<file path="src/rtl/conv_result_reader_if.sv">
// Result stream from conv_result_reader: one 8-bit beat per transfer.
// The master side drives the beat and the slave side drives m_ready.
interface conv_result_reader_if;
    logic [7:0] m_data;
    logic [1:0] m_idx;
    logic       m_valid;
    logic       m_ready;
    logic       m_last;

    modport master (
        output m_data,
        output m_idx,
        output m_valid,
        output m_last,
        input  m_ready
    );

    modport slave (
        input  m_data,
        input  m_idx,
        input  m_valid,
        input  m_last,
        output m_ready
    );
endinterface

</file>
<file path="src/rtl/conv_result_reader.sv">
// Waits LATENCY cycles after a start, snapshots the 2x2 convolution result,
// then streams the four bytes out over a valid/ready port.
module conv_result_reader #(
    parameter int unsigned LATENCY = 16,
    parameter int unsigned CNT_W   = 8
) (
    input  logic                        clk_in,
    input  logic                        rst,
    input  logic                        start,
    input  logic [7:0]                  o00,
    input  logic [7:0]                  o01,
    input  logic [7:0]                  o10,
    input  logic [7:0]                  o11,
    conv_result_reader_if.master        m,
    output logic                        busy,
    output logic                        overrun
);

    typedef enum logic [1:0] {StIdle, StWait, StSend} state_t;

    localparam logic [CNT_W-1:0] CntLoad = CNT_W'(LATENCY - 1);

    state_t               state_q, state_d;
    logic [CNT_W-1:0]     cnt_q, cnt_d;
    logic [1:0]           idx_q, idx_d;
    logic [3:0][7:0]      snap_q, snap_d;
    logic                 overrun_q, overrun_d;
    logic                 sending;
    logic                 xfer;

    always_ff @(posedge clk_in or negedge rst) begin
        if (!rst) begin
            state_q   <= StIdle;
            cnt_q     <= '0;
            idx_q     <= '0;
            snap_q    <= '0;
            overrun_q <= 1'b0;
        end else begin
            state_q   <= state_d;
            cnt_q     <= cnt_d;
            idx_q     <= idx_d;
            snap_q    <= snap_d;
            overrun_q <= overrun_d;
        end
    end

    // Outputs depend only on registered state, never on m_ready.
    assign sending = (state_q == StSend);
    assign xfer    = sending && m.m_ready;

    always_comb begin
        state_d   = state_q;
        cnt_d     = cnt_q;
        idx_d     = idx_q;
        snap_d    = snap_q;
        overrun_d = overrun_q;

        unique case (state_q)
            StIdle: begin
                if (start) begin
                    state_d = StWait;
                    cnt_d   = CntLoad;
                end
            end
            StWait: begin
                if (cnt_q == '0) begin
                    snap_d  = {o11, o10, o01, o00};
                    idx_d   = 2'd0;
                    state_d = StSend;
                end else begin
                    cnt_d = cnt_q - 1'b1;
                end
            end
            StSend: begin
                if (xfer) begin
                    if (idx_q == 2'd3) begin
                        idx_d   = 2'd0;
                        state_d = StIdle;
                    end else begin
                        idx_d = idx_q + 2'd1;
                    end
                end
            end
            default: state_d = StIdle;
        endcase

        // A start that lands while busy is dropped but remembered until reset.
        if (start && (state_q != StIdle)) begin
            overrun_d = 1'b1;
        end
    end

    always_comb begin
        m.m_valid = sending;
        m.m_data  = sending ? snap_q[idx_q] : 8'h00;
        m.m_idx   = idx_q;
        m.m_last  = sending && (idx_q == 2'd3);
        busy      = (state_q != StIdle);
        overrun   = overrun_q;
    end

endmodule

</file>
<file path="src/flat_wrapper.sv">
// flat-port wrapper written by rule: the top's interface ports become plain ports
module conv_result_reader_flat 
#(
    parameter int unsigned LATENCY = 16,
    parameter int unsigned CNT_W   = 8
)
  (clk_in, rst, start, o00, o01, o10, o11, busy, overrun, m_m_data, m_m_idx, m_m_valid, m_m_last, m_m_ready);
  conv_result_reader_if m_i ();
  input  logic clk_in;
  input  logic rst;
  input  logic start;
  input  logic [7:0] o00;
  input  logic [7:0] o01;
  input  logic [7:0] o10;
  input  logic [7:0] o11;
  output logic busy;
  output logic overrun;
  output wire logic [$bits(m_i.m_data)-1:0] m_m_data;
  output wire logic [$bits(m_i.m_idx)-1:0] m_m_idx;
  output wire logic [$bits(m_i.m_valid)-1:0] m_m_valid;
  output wire logic [$bits(m_i.m_last)-1:0] m_m_last;
  input wire logic [$bits(m_i.m_ready)-1:0] m_m_ready;
  assign m_m_data = m_i.m_data;
  assign m_m_idx = m_i.m_idx;
  assign m_m_valid = m_i.m_valid;
  assign m_m_last = m_i.m_last;
  assign m_i.m_ready = m_m_ready;
  conv_result_reader #(.LATENCY(LATENCY), .CNT_W(CNT_W)) u_core (.clk_in(clk_in), .rst(rst), .start(start), .o00(o00), .o01(o01), .o10(o10), .o11(o11), .m(m_i), .busy(busy), .overrun(overrun));
endmodule
</file>
<file path="config.mk">
export PLATFORM = sky130hd
export DESIGN_NAME = conv_result_reader_flat
export DESIGN_NICKNAME = d
export VERILOG_FILES = /design/src/rtl/conv_result_reader_if.sv /design/src/rtl/conv_result_reader.sv /design/src/flat_wrapper.sv
export SDC_FILE = /design/constraint.sdc
export NUM_CORES = 1
export LEC_CHECK = 0
export CELL_PAD_IN_SITES_DETAIL_PLACEMENT = 0
export CELL_PAD_IN_SITES_GLOBAL_PLACEMENT = 1
export CORE_ASPECT_RATIO = 0.9
export CORE_UTILIZATION = 41
export CTS_CLUSTER_DIAMETER = 150
export DETAILED_ROUTE_END_ITERATION = 7
export PLACE_DENSITY_LB_ADDON = 0.1
export SLEW_MARGIN = 15
export SYNTH_ARGS = -nofsm -noshare
export SYNTH_HDL_FRONTEND = slang
export SYNTH_SLANG_ARGS = --single-unit
</file>
<file path="constraint.sdc">
create_clock -name clk_in -period 2.9 [get_ports clk_in]
set_clock_uncertainty 0.15 [all_clocks]
set_input_delay 0.58 -clock clk_in [delete_from_list [all_inputs] [get_ports clk_in]]
set_output_delay 0.58 -clock clk_in [all_outputs]
set_load 0.01 [all_outputs]
</file>
=== Word-level counts from Yosys, hierarchy flattened ===
Index checks and enable logic that the tools add are counted.
Widths: inputs -> output; s select.

* Flip-flop bits (word level): 45
* Input bits: 36
* Logic and storage cells: 46

* Add/sub/neg operators: 2
* Magnitude comparators: 1
* Eq/ne operators: 8
* Muxes and demuxes: 15
* Reduce and logical (&&, ||, !) cells: 12

{| class="wikitable"
|+ Operators with widths
! cell !! count
|-
| $mux 8 || 4
|-
| $bmux 8 s2 || 1
|-
| $pmux 8 s2 || 1
|-
| $mux 2 || 7
|-
| $logic_not 8->1 || 1
|-
| $ne 2x2->1 const B || 4
|-
| $sub 8x1->8 const B || 1
|-
| $pmux 2 s3 || 1
|-
| $reduce_and 3->1 || 2
|-
| $reduce_bool 2->1 || 3
|-
| $eq 2x2->1 const B || 2
|-
| $pmux 2 s2 || 1
|-
| $reduce_and 4->1 || 1
|-
| $logic_and 1x1->1 || 3
|-
| $lt 2x3->1 const B || 1
|-
| $add 2x1->2 const B || 1
|-
| $eq 2x1->1 const B || 1
|-
| $logic_not 2->1 || 1
|-
| $ne 2x1->1 const B || 1
|-
| $reduce_and 2->1 || 1
|}

=== Depth between registers and ports, before layout ===
Gate-level depths: netlist of run 1.

* Depth after elaboration: 4
* Depth in mapped cells: 8
* Depth with buffers taken out: 6

=== Worst setup path after synthesis of run 1 ===
No wires, ideal clock.

* Kind: flip-flop to output port
* Start: reg u_core.idx_q[0], in the netlist u_core.m.m_idx[0]
* End: out m_m_data[0]
* Arrival: 1622 ps
* Data required time: 2170 ps
* Path slack: 548 ps
* Cell stages (with the launch flop): 4
* Buffers on the path: 1
* Path through: dfrtp_1 -> clkbuf_1 -> mux4_2 -> and2_1

* Cells in the longest elaborated chain, start to end: 3

{| class="wikitable"
|+ Ends and longest elaborated chain
! what !! RTL line !! RTL
|-
| from (decl) || conv_result_reader.sv:25 || <nowiki>logic [1:0] idx_q, idx_d;</nowiki>
|-
| from (signal assigned) || conv_result_reader.sv:41 || <nowiki>idx_q <= idx_d;</nowiki>
|-
| $bmux 8 s2 || conv_result_reader.sv:95 || <nowiki>m.m_data = sending ? snap_q[idx_q] : 8'h00;</nowiki>
|-
| $mux 8 (implied by the code) || conv_result_reader.sv:95 ||
|-
| $mux 8 || conv_result_reader.sv:95 ||
|-
| to (decl) || flat_wrapper.sv:18 || <nowiki>output wire logic [$bits(m_i.m_data)-1:0] m_m_data;</nowiki>
|}

Every way passes these cells. The select of a mux whose other input is x is not followed.

=== Worst setup path after layout of run 1 ===
* Start: reg u_core.idx_q[0], in the netlist u_core.m.m_idx[0]
* End: out m_m_data[7]

The elaborated chain is that of the path after synthesis.

==> qor.yml, run 1 <==
nets: 247
crit_path_end_kind: "output port"
r2r_cells: 6
ios: 50
yosys-top-cells-area: "dfrtp_1 (50%), mux2_4 (19%), mux4_2 (8.0%), buf_12 (2.7%), and2_1 (2.5%)"
fp.dieH_um: 72.39
min_period_over_period_pct: 94.45
dieArea_um2: 5806
setup_tns_ns: 0
grt_start_max_net_pins: 46
grt_pass1_vias: 1479
post_drt_wl_per_cell_um: 15.75
synth_seq_area_share_pct: 49.89
nFillCells: 462
arrival_ns: 2.01
cp_max_fo: 8
netlist_area_um2: 2257
crit_path_cell_trace: "buf_4 > mux4_2 > and2_1 > clkdlybuf4s50_1"
async_reset_ff_share_pct: 100.0
synth_top_area_share_pct: 49.89
wl_mm: 4.347
drv_slew: 0
reg2reg_to: "u_core.snap_q[31]"
cp-start-kind: "flop"
synth.distinct_cells: 37
cts_buffer_depth: 2
ys.flop_type: "dfrtp_1"
clock_sinks: 45
drc: 0
yosys-top-cells-count: "dfrtp_1 (45), mux2_4 (28), and2_1 (9), mux4_2 (8), nor2_1 (6)"
syn_nets: 194
cts_tree: "yes"
dp_hpwl_mm: 3.038
avgSynthCellArea_um2: 14.56
die_w_um: 80.21
drive_gt1_share_pct: 28.23
tightest_slew_ns: 0.9925
num_vias: 1447
syn_inst: 155
rsz0062_at_grt: "false"
irDropWorstVdd_v: 0.0002979
hold_class: "input port to async pin"
ant_nets: 0
status: "finished clean"
r2r_start: "u_core.cnt_q[0]"
place.gp.congestion: 0.8459
hold_violations: 0
grt_overflow: 0
cts_hold_buf: 0
start_util_pct: 42.70
required_ns: 2.17
synthToLayoutAreaGrowth_pct: 27.22
yosys_warnings: 0
synth_most_common_cell: "dfrtp_1"
io_buffers: 49
period_minus_slack_ns: 2.739
viasPerCell: 5.243
insertion_delay_ns: 0.29
setup_viol: 0
drv_cap: 0
dr.first_iter.drc_count: 88
post_cts_buffers: 0
clkTransAtPathRegs_ns: 0.09
timing.fmax_mhz: 365.1
slowest_stage: "mux4_2"
slew-limit-headroom_pct: 33.83
cts_resized: 0
yosys.area.top_type: "dfrtp_1"
rrSetupSlack_ns: 0.39
grtUsageTotal_pct: 16.70
cts_made_buffers: 5
ys_ff_latch: 45
root_buffer: "clkbuf_8"
antenna_found_initial: 0
h-tree-depth: 2
diodes: 0
power.density_nw_per_um2: 642.7
cp_slowest_stage_delay_ns: 0.50
synth_edf_count: 0
fin_area_um2: 2872
worstSetupPathType: "flop to output port"
row_count: 25
dpl_cell_area_um2: 2775
grt_pass1_wl_mm: 7.231
first_pass_iters: 4
p_leak_nw: 1.272
core_um2: 5286
==> how the worst max path moves through the flow <==
stage	from	end	cells after the start
finish	u_core.m.m_idx[0]	m_m_data[7]	4
global route	u_core.m.m_idx[0]	m_m_data[7]	4
CTS	u_core.m.m_idx[0]	m_m_data[2]	4
detailed placement	u_core.cnt_q[0]	u_core.snap_q[4]	6
global placement	u_core.cnt_q[0]	u_core.snap_q[16]	6
floorplan	u_core.m.m_idx[0]	m_m_data[0]	3
==> final cells by class <==
type                            count  area (um^2)  area share [%]
Clock buffer                        6        82.58           2.876
Clock inverter                      2        13.76          0.4793
Inverter                            3        11.26          0.3922
Multi-Input combinational cell    100         1039           36.17
Sequential cell                    45         1126           39.22
Tap cell                           67        83.83           2.919
Timing Repair Buffer               53        515.5           17.95
==> cells by family after synthesis <==
| logic type | synth area share [%] |
|---|---|
| XOR/XNOR | 0.7762 |
| AO/OA/AOI/OAI | 4.656 |
| flip-flops | 49.89 |
| multiplexers | 29.10 |
| adder cells (fa/ha/maj) | 1.663 |
| buffers and inverters | 4.157 |
| AND/OR/NAND/NOR | 9.756 |
==> worst max-delay path: cells and delay by family, from the launching register on <==
kind	cells	cell delay, ns
buffers and inverters	2	0.67
flip-flops	1	0.36
multiplexers	1	0.50
AND/OR/NAND/NOR	1	0.18
==> cells in the final DEF, fill, tap and decap left out, drive strengths merged, types with 2 or more instances in the layout <==
cell / synthesis / final
clkdlybuf4s50: 0 / 48
dfrtp: 45 / 45
mux2: 33 / 33
and2: 9 / 9
mux4: 8 / 8
nor2: 6 / 6
clkbuf: 2 / 6
buf: 5 / 5
nand3: 4 / 4
a21oi: 4 / 4
nand2: 4 / 4
inv: 3 / 3
nor3: 3 / 3
ha: 3 / 3
a21o: 2 / 2
o21ai: 2 / 2
a211oi: 2 / 2
a31oi: 2 / 2
or3: 2 / 2
clkinv: 0 / 2
==> sequential cells by signal, summed over array words and instances (netlist names) <==
| signal | flops |
|---|---|
| u_core.snap_q | 32 |
| u_core.cnt_q | 8 |
| u_core.m.m_idx | 2 |
| u_core.state_q | 2 |
| u_core.overrun | 1 |
==> metrics by stage <==
stage | util (%) | hold WS, ns | cells | setup slack [ns] | total power [mW]
after floorplan | - | 0.1344 | 155 | 0.5480 | 1.160
after detailed placement | 52.50 | 0.3063 | 268 | 0.4129 | 1.460
after global routing | 54.32 | 0.3499 | 276 | 0.05180 | 1.964
after global placement | 52.50 | 0.2930 | 268 | 0.4611 | 1.440
after CTS | 54.32 | 0.3182 | 276 | 0.1310 | 1.872
final | 54.32 | 0.2895 | 276 | 0.1608 | 1.846
==> power breakdown <==
group	leakage [nW]	total [mW]	switching (mW)	internal, mW
combinational	0.694	0.657	0.274	0.383
clock	0.0512	0.403	0.210	0.193
sequential	0.526	0.785	0.0869	0.698
total	1.27	1.85	0.571	1.27
==> routing by layer <==
layer | vias up | GRT usage [%] | share of wire [%]
li1 | 671 | - | -
met1 | 717 | 23.10 | 49
met2 | 52 | 25.93 | 44
met3 | 7 | 4.151 | 5.7
met4 | 0 | 5.357 | 1.0
met5 | - | 0 | 0
Note: power is estimated with default switching activity, not from simulation.
==> run 2: changes to the inputs <==
--- a/config.mk
+++ b/config.mk
@@ -9,7 +9,7 @@
 export CELL_PAD_IN_SITES_GLOBAL_PLACEMENT = 1
 export CORE_ASPECT_RATIO = 0.9
 export CORE_UTILIZATION = 41
-export CTS_CLUSTER_DIAMETER = 150
+export CTS_CLUSTER_DIAMETER = 120
 export DETAILED_ROUTE_END_ITERATION = 7
 export PLACE_DENSITY_LB_ADDON = 0.1
 export SLEW_MARGIN = 15
==> results of run 2 <==
No change in the layout: final DEF, timing and power equal those of run 1.
